## config.mk

```make
export PLATFORM = sky130hd
export DESIGN_NAME = hsk_cobs_rx_decoder
export DESIGN_NICKNAME = d
export VERILOG_FILES = /design/src/rtl/hsk_cobs_rx_decoder.sv
export SDC_FILE = /design/constraint.sdc
export NUM_CORES = 1
export LEC_CHECK = 0
export ABC_AREA = 1
export ABC_CLOCK_PERIOD_IN_PS = 2260
export CELL_PAD_IN_SITES_DETAIL_PLACEMENT = 1
export CELL_PAD_IN_SITES_GLOBAL_PLACEMENT = 1
export CORE_MARGIN = 2
export CORE_UTILIZATION = 33
export DETAILED_ROUTE_END_ITERATION = 10
export PLACE_DENSITY_LB_ADDON = 0.1
export SLEW_MARGIN = 20
export SYNTH_ARGS = -nofsm -noshare
export SYNTH_HDL_FRONTEND = slang
export SYNTH_SLANG_ARGS = --single-unit
```

## constraint.sdc

```tcl
create_clock -name wb_clk_i -period 2.26 [get_ports wb_clk_i]
set_input_delay 0.339 -clock wb_clk_i [delete_from_list [all_inputs] [get_ports wb_clk_i]]
set_output_delay 0.339 -clock wb_clk_i [all_outputs]
set_load 0.005 [all_outputs]
```

## src/rtl/hsk_cobs_rx_decoder.sv

```systemverilog
// ---------------------------------------------------------------------------
// hsk_cobs_rx_decoder
//
// Housekeeping-path COBS frame decoder. Pops encoded bytes from the uart_rx6
// receive FIFO, removes COBS byte stuffing, splits frames on 0x00 delimiters
// and presents the decoded bytes as a valid/ready stream. The last byte of a
// frame carries m_tlast_o; m_tuser_o marks a frame that ended badly
// (premature delimiter or longer than MAX_LEN decoded bytes).
//
// Parameters
//   MAX_LEN  maximum decoded bytes per frame; longer frames are truncated
//   CNT_W    width of the frame statistics counters
//
// Ports
//   wb_clk_i      system clock
//   wb_rst_i      synchronous reset, active-high
//   rx_data_i     FIFO head byte
//   rx_present_i  FIFO holds at least one byte
//   rx_read_o     one-cycle pop strobe; rx_data_i is consumed in that cycle
//   m_tdata_o     decoded byte
//   m_tvalid_o    decoded byte valid
//   m_tready_i    downstream ready
//   m_tlast_o     last byte of frame
//   m_tuser_o     frame error tag (meaningful with m_tlast_o)
//   err_o         one-cycle pulse per bad frame
//   frames_ok_o   good-frame count (statistics build only, else 0)
//   frames_err_o  bad-frame count  (statistics build only, else 0)
//
// Build option
//   HSK_COBS_STATS_EN  when defined, frames_ok_o / frames_err_o are
//                      saturating counters; otherwise they are tied to 0.
// ---------------------------------------------------------------------------
module hsk_cobs_rx_decoder #(
    parameter int MAX_LEN = 256,
    parameter int CNT_W   = 16
) (
    input  logic             wb_clk_i,
    input  logic             wb_rst_i,
    input  logic [7:0]       rx_data_i,
    input  logic             rx_present_i,
    output logic             rx_read_o,
    output logic [7:0]       m_tdata_o,
    output logic             m_tvalid_o,
    input  logic             m_tready_i,
    output logic             m_tlast_o,
    output logic             m_tuser_o,
    output logic             err_o,
    output logic [CNT_W-1:0] frames_ok_o,
    output logic [CNT_W-1:0] frames_err_o
);

    localparam int LEN_W = $clog2(MAX_LEN + 1);

    typedef enum logic [1:0] {
        ST_CODE    = 2'd0,
        ST_DATA    = 2'd1,
        ST_DISCARD = 2'd2
    } state_t;

    state_t             r_state;
    logic [7:0]         r_rem;
    logic               r_pend;
    logic [LEN_W-1:0]   r_len;
    logic               r_h_vld;
    logic [7:0]         r_h_data;
    logic [7:0]         r_o_data;
    logic               r_o_vld;
    logic               r_o_last;
    logic               r_o_user;
    logic               r_err;
    logic               r_rd_prev;

    logic               w_rd;
    logic               w_push_req;
    logic [7:0]         w_push_data;
    logic               w_eof;
    logic               w_bad;
    logic               w_ovf;
    logic               w_push;
    logic               w_end;
    state_t             w_state_nxt;
    logic [7:0]         w_rem_nxt;
    logic               w_pend_nxt;

    // Pop only when the output register can absorb a byte moved out of the
    // hold register this cycle; never pop on two consecutive cycles so the
    // FIFO head has time to advance.
    assign w_rd = rx_present_i & ~r_rd_prev & (~r_o_vld | m_tready_i) & ~wb_rst_i;
    assign rx_read_o = w_rd;

    always_comb begin
        w_push_req  = 1'b0;
        w_push_data = rx_data_i;
        w_eof       = 1'b0;
        w_bad       = 1'b0;
        w_state_nxt = r_state;
        w_rem_nxt   = r_rem;
        w_pend_nxt  = r_pend;
        if (w_rd) begin
            unique case (r_state)
                ST_CODE: begin
                    if (rx_data_i == 8'h00) begin
                        // Normal end of frame: the zero implied by the last
                        // code block is dropped.
                        w_eof      = 1'b1;
                        w_pend_nxt = 1'b0;
                    end else begin
                        if (r_pend) begin
                            w_push_req  = 1'b1;
                            w_push_data = 8'h00;
                        end
                        w_rem_nxt   = rx_data_i - 8'd1;
                        w_pend_nxt  = (rx_data_i != 8'hFF);
                        w_state_nxt = (rx_data_i != 8'h01) ? ST_DATA : ST_CODE;
                    end
                end
                ST_DATA: begin
                    if (rx_data_i == 8'h00) begin
                        w_bad       = 1'b1;
                        w_pend_nxt  = 1'b0;
                        w_state_nxt = ST_CODE;
                    end else begin
                        w_push_req = 1'b1;
                        w_rem_nxt  = r_rem - 8'd1;
                        if (r_rem == 8'd1) begin
                            w_state_nxt = ST_CODE;
                        end
                    end
                end
                ST_DISCARD: begin
                    if (rx_data_i == 8'h00) begin
                        w_pend_nxt  = 1'b0;
                        w_state_nxt = ST_CODE;
                    end
                end
                default: begin
                    w_state_nxt = ST_CODE;
                end
            endcase
        end
        // A push beyond MAX_LEN is dropped and the rest of the frame skipped.
        w_ovf = w_push_req && (r_len >= LEN_W'(MAX_LEN));
        if (w_ovf) begin
            w_state_nxt = ST_DISCARD;
            w_pend_nxt  = 1'b0;
        end
        w_push = w_push_req & ~w_ovf;
        w_end  = w_eof | w_bad | w_ovf;
    end

    always_ff @(posedge wb_clk_i) begin
        if (wb_rst_i) begin
            r_state   <= ST_CODE;
            r_rem     <= 8'd0;
            r_pend    <= 1'b0;
            r_len     <= '0;
            r_h_vld   <= 1'b0;
            r_o_data  <= 8'h00;
            r_o_vld   <= 1'b0;
            r_o_last  <= 1'b0;
            r_o_user  <= 1'b0;
            r_err     <= 1'b0;
            r_rd_prev <= 1'b0;
        end else begin
            r_rd_prev <= w_rd;
            r_err     <= w_bad | w_ovf;
            r_state   <= w_state_nxt;
            r_rem     <= w_rem_nxt;
            r_pend    <= w_pend_nxt;

            if (r_o_vld && m_tready_i) begin
                r_o_vld <= 1'b0;
            end

            // The hold register keeps the newest byte back so that the
            // delimiter can still tag it as the last one of the frame.
            if (w_push) begin
                if (r_h_vld) begin
                    r_o_data <= r_h_data;
                    r_o_vld  <= 1'b1;
                    r_o_last <= 1'b0;
                    r_o_user <= 1'b0;
                end
                r_h_data <= w_push_data;
                r_h_vld  <= 1'b1;
                r_len    <= r_len + LEN_W'(1);
            end

            if (w_end) begin
                if (r_h_vld) begin
                    r_o_data <= r_h_data;
                    r_o_vld  <= 1'b1;
                    r_o_last <= 1'b1;
                    r_o_user <= w_bad | w_ovf;
                end
                r_h_vld <= 1'b0;
                r_len   <= '0;
            end
        end
    end

    assign m_tdata_o  = r_o_data;
    assign m_tvalid_o = r_o_vld;
    assign m_tlast_o  = r_o_last;
    assign m_tuser_o  = r_o_user;
    assign err_o      = r_err;

`ifdef HSK_COBS_STATS_EN
    logic [CNT_W-1:0] r_ok_cnt;
    logic [CNT_W-1:0] r_err_cnt;

    // Counted when the frame's last byte enters the output register.
    always_ff @(posedge wb_clk_i) begin
        if (wb_rst_i) begin
            r_ok_cnt  <= '0;
            r_err_cnt <= '0;
        end else begin
            if (w_eof && r_h_vld && (r_ok_cnt != '1)) begin
                r_ok_cnt <= r_ok_cnt + CNT_W'(1);
            end
            if ((w_bad || w_ovf) && (r_err_cnt != '1)) begin
                r_err_cnt <= r_err_cnt + CNT_W'(1);
            end
        end
    end

    assign frames_ok_o  = r_ok_cnt;
    assign frames_err_o = r_err_cnt;
`else
    assign frames_ok_o  = '0;
    assign frames_err_o = '0;
`endif

endmodule

```

Yosys cells after proc, flatten, opt, wreduce, memory -nomap -nowiden
Index checks and enable logic that the tools add are counted. W data, S select, Z words.

Bits in registers: 42. Input bits: 12. Output and inout port bits: 45.

$add $sub $neg: 3. $lt $le $gt $ge: 1. Eq/ne operators: 13. Muxes and demuxes: 45. Bitwise operators: 12. Reduce and logical (&&, ||, !) cells: 15.

Operators by type and width (number): $mux W8 (10); $mux W1 (25); $pmux W8 S2 (1); $sub A8 B1 Y8 const B (2); $mux W2 (6); $reduce_and A4 Y1 (3); $add A9 B1 Y9 const B (1); $ge A9 B9 Y1 const B (1); $ne A3 B3 Y1 const B (3); $eq A8 B1 Y1 const B (1); $logic_not A8 Y1 (1); $ne A8 B1 Y1 const B (1); $ne A8 B8 Y1 const B (1); $ne A2 B2 Y1 const B (3); $pmux W2 S3 (1); $reduce_bool A2 Y1 (3); $reduce_or A2 Y1 (3); $and A1 B1 Y1 (4); $ne A4 B4 Y1 const B (1); $not A1 Y1 (4); $or A1 B1 Y1 (4); $pmux W1 S2 (2); $reduce_and A3 Y1 (1); $eq A2 B1 Y1 const B (1); 5 further kinds (6).

Longest topological paths before layout
Word-level depth: 11. Depth in mapped cells: 12.

Worst setup path after synthesis
Ideal clock, no wire load.

Kind: register -> register. From: reg r_state[0]. To: reg r_len[7]. Library setup time: 0.119 ns. Arrival: 1.462 ns. Data required time: 2.141 ns. Setup slack: 0.679 ns. Stages on the path, launching flop included: 10. Path buffers: 1. Period minus slack after synthesis: 1.581 ns. Path through: dfxtp_1 inv_1 ha_1 inv_2 o21ai_4 nand4_4 buf_6 nor2_2 xor2_1 nor2_1.

Word-level cells in the longest chain between the ends: 6. Elaborated cells on any way between the ends: 14.

Ends and longest elaborated chain: start: declaration (RTL line 60) `state_t r_state;`; start signal: assignment (RTL line 167) `r_state <= w_state_nxt;`; $eq A2 B1 Y1 / $logic_not A2 Y1 (equally long branches) (RTL line 100) `unique case (r_state)`; $pmux W1 S2 / $mux W1 (equally long branches) (RTL line 100); $mux W1 (RTL line 99) `if (w_rd) begin`; $logic_and A1 B1 Y1 / $or A1 B1 Y1 (equally long branches) (RTL line 142, 148); $or A1 B1 Y1 / $not A1 Y1 (equally long branches) (RTL line 148, 147); $reduce_or A2 Y1 (no line) / $and A1 B1 Y1 (equally long branches); end signal: assignment (RTL line 186) `r_len <= r_len + LEN_W'(1);`; end: declaration (RTL line 63) `logic [LEN_W-1:0] r_len;`.

Several ways; a longest one is shown, not always the timed one. A chain may end at the register's enable or synchronous reset.

Final worst setup path
From: in wb_rst_i. To: out rx_read_o.

Word-level cells in the longest chain between the ends: 2.

Ends and longest elaborated chain: start: declaration (RTL line 38) `input logic wb_rst_i,`; $not A1 Y1 (no line); $and A1 B1 Y1 (RTL line 88) `assign w_rd = rx_present_i & ~r_rd_prev & (~r_o_vld | m_tready_i) & ~wb_rst_i;`; end: declaration (RTL line 41) `output logic rx_read_o,`.

No other way between the ends.

==> results.ini <==
[layout]
synthToLayoutAreaGrowth_pct = 14.2
diodes = 0
layout-drive-gt1-share = 0.112
fin_nets = 432

[clock_tree]
cts_setup_buffers = 0
cts-root-buf = clkbuf_8
clk_pin_slew_ps = 80
clock_sinks = 42
clock_latency_ps = 300
clockBufferDepth = 2
cts_hold_buf = 0
cts_tree = yes
cts_resized = 0
numCtsBuffers = 5
cts_max_level = 2

[power]
p_per_area_mw_per_mm2 = 495
vdd.ir_drop.worst_mv = 0.214
power.total_uw = 1530
p_leak_uw = 0.00131

[route]
ant_nets = 0
dr_total_vias = 2292
firstDrtPassIters = 4
viasPerCell = 4.43
routed_wl_mm = 6.22
drt-initial-drc-count = 57
routedWlPerCell_microns = 12.0
route.detailed.drc = 0

[placement]
dp_hpwl_mm = 4.93
numPortBuffers = 24
gp_congestion = 0.812

[flow_run]
cap_violations = 0

[global_routing]
grt_pass1_vias = 2202
overflow = 0
antenna_found_initial = 0
grt_max_degree = 22
grt_pass1_wl_mm = 10.6
grt_usage = 0.149

[yosys]
yosysSeqAreaShare = 0.340
synth_seq_cells = 42
synth.distinct_cells = 37
netlist_top_cells_area = dfxtp_1 25%, nand2_1 11%, buf_4 8.9%
yosysWarnings = 0
avgSynthCellArea_sq_um = 7.20
yosysTopAreaCellShare = 0.251
syn_inst = 376
yosys.area.top_type = dfxtp_1
syn_area_sq_mm = 0.00271

[timing]
max_freq_ghz = 0.492
tns_ps = 0
min_period_ps = 2030
finalHoldViolations = 0
skew_ps = 8.21
maxSlewViolCount = 0
slew_headroom = 0.624
period_share = 0.899
finalSetupViolCount = 0
rsz0062_at_grt = no
tightest_slew_ps = 563

[die]
die_w_microns = 94.6
die_area_sq_mm = 0.00895
io_pins = 57
fp.dieH_microns = 94.6
design.core.area_sq_mm = 0.00809
start_util = 0.335
placementRows = 33

[setup_path]
end_kind = output pin
critPathArrivalTime_ps = 1690
cp_max_fo = 5
startpoint_type = input port
crit_required_ps = 1920
r2r_slack_ps = 510
worstSetupPathType = in2out

[status]
status = completed

[hold_path]
hold_class = reg2reg

critical path, cell delays in order:
cell	delay [ps]
clkdlybuf4s50_1	460
clkinv_4	80
nand3_4	100
nor2_8	180
clkdlybuf4s50_1	530
report_power, final:
part	internal, uW	total [uW]	leakage [uW]	switching, uW
Sequential	782	798	0.000348	15.8
Clock	215	480	0.0000450	265
Combinational	90.8	254	0.000916	163
Total	1090	1530	0.00131	444
cell type report:
class,count,area (sq um)
inverters,45,179
clock buffers,6,72.6
repair buffers,37,350
multi-input cells,280,1430
flip-flops and latches,42,921
fillers,1029,5000
clock inverters,2,10.0
well taps,105,131
cells in the mapped netlist, drive strengths merged:
master	number
nand2	78
nor2	66
inv	44
buf	37
dfxtp	34
o21ai	27
nand3	23
a21oi	21
ha	9
edfxtp	8
nand4	7
xor2	5
clkbuf	3
nor3	3
o31ai	3
a31oi	1
clkinv	1
conb	1
nor3b	1
nor4	1
o2111ai	1
o211ai	1
xnor2	1
metrics by stage:
stage          instances  area, sq um  setup slack (ps)  utilization  hold slack (ps)
4_1_cts              517         3090               206        0.382              474
5_1_grt              517         3090               182        0.382              500
3_3_place_gp         509         3010              69.8        0.372              454
6_report             517         3090               228        0.382              469
3_5_place_dp         509         3010              34.0        0.372              456
2_1_floorplan        407         2830               679            -              441
placed cells by master (no fill, tap or decap), types with 8 or more instances in the layout:
cell type        count
clkdlybuf4s50_1     24
ha_1                 9
a21oi_1             21
edfxtp_1             8
nor2_1              58
conb_1              32
inv_1               39
dfxtp_1             34
buf_4               12
nand2_1             76
nand3_1             19
o21ai_0             25
per-layer routing:
layer	part of all wire	up-vias	track usage
li1	-	1203	-
met1	0.48	1054	0.193
met2	0.48	29	0.254
met3	0.023	6	0.0287
met4	0.012	0	0.0399
met5	0	-	0
path summary, 6_finish.rpt:
kind | startpoint | endpoint | cells past startpoint
hold reg to reg | r_pend | r_pend | 2
hold / removal | r_pend | r_pend | 2
setup / recovery | wb_rst_i | rx_read_o | 5
setup reg to reg | r_state[0] | r_len[7] | 9
cells by family (layout without fill, tap and decap cells):
kind of cell | count (synthesis) | in the layout | synth area share
simple gates | 179 | 179 | 0.310
xor+xnor | 6 | 6 | 0.0194
compound gates | 54 | 54 | 0.113
other cells | 1 | 32 | 0.00138
buf+inv | 85 | 90 | 0.175
fa+ha+maj | 9 | 9 | 0.0416
flops | 42 | 42 | 0.340
(Power assumes the default switching activity.)
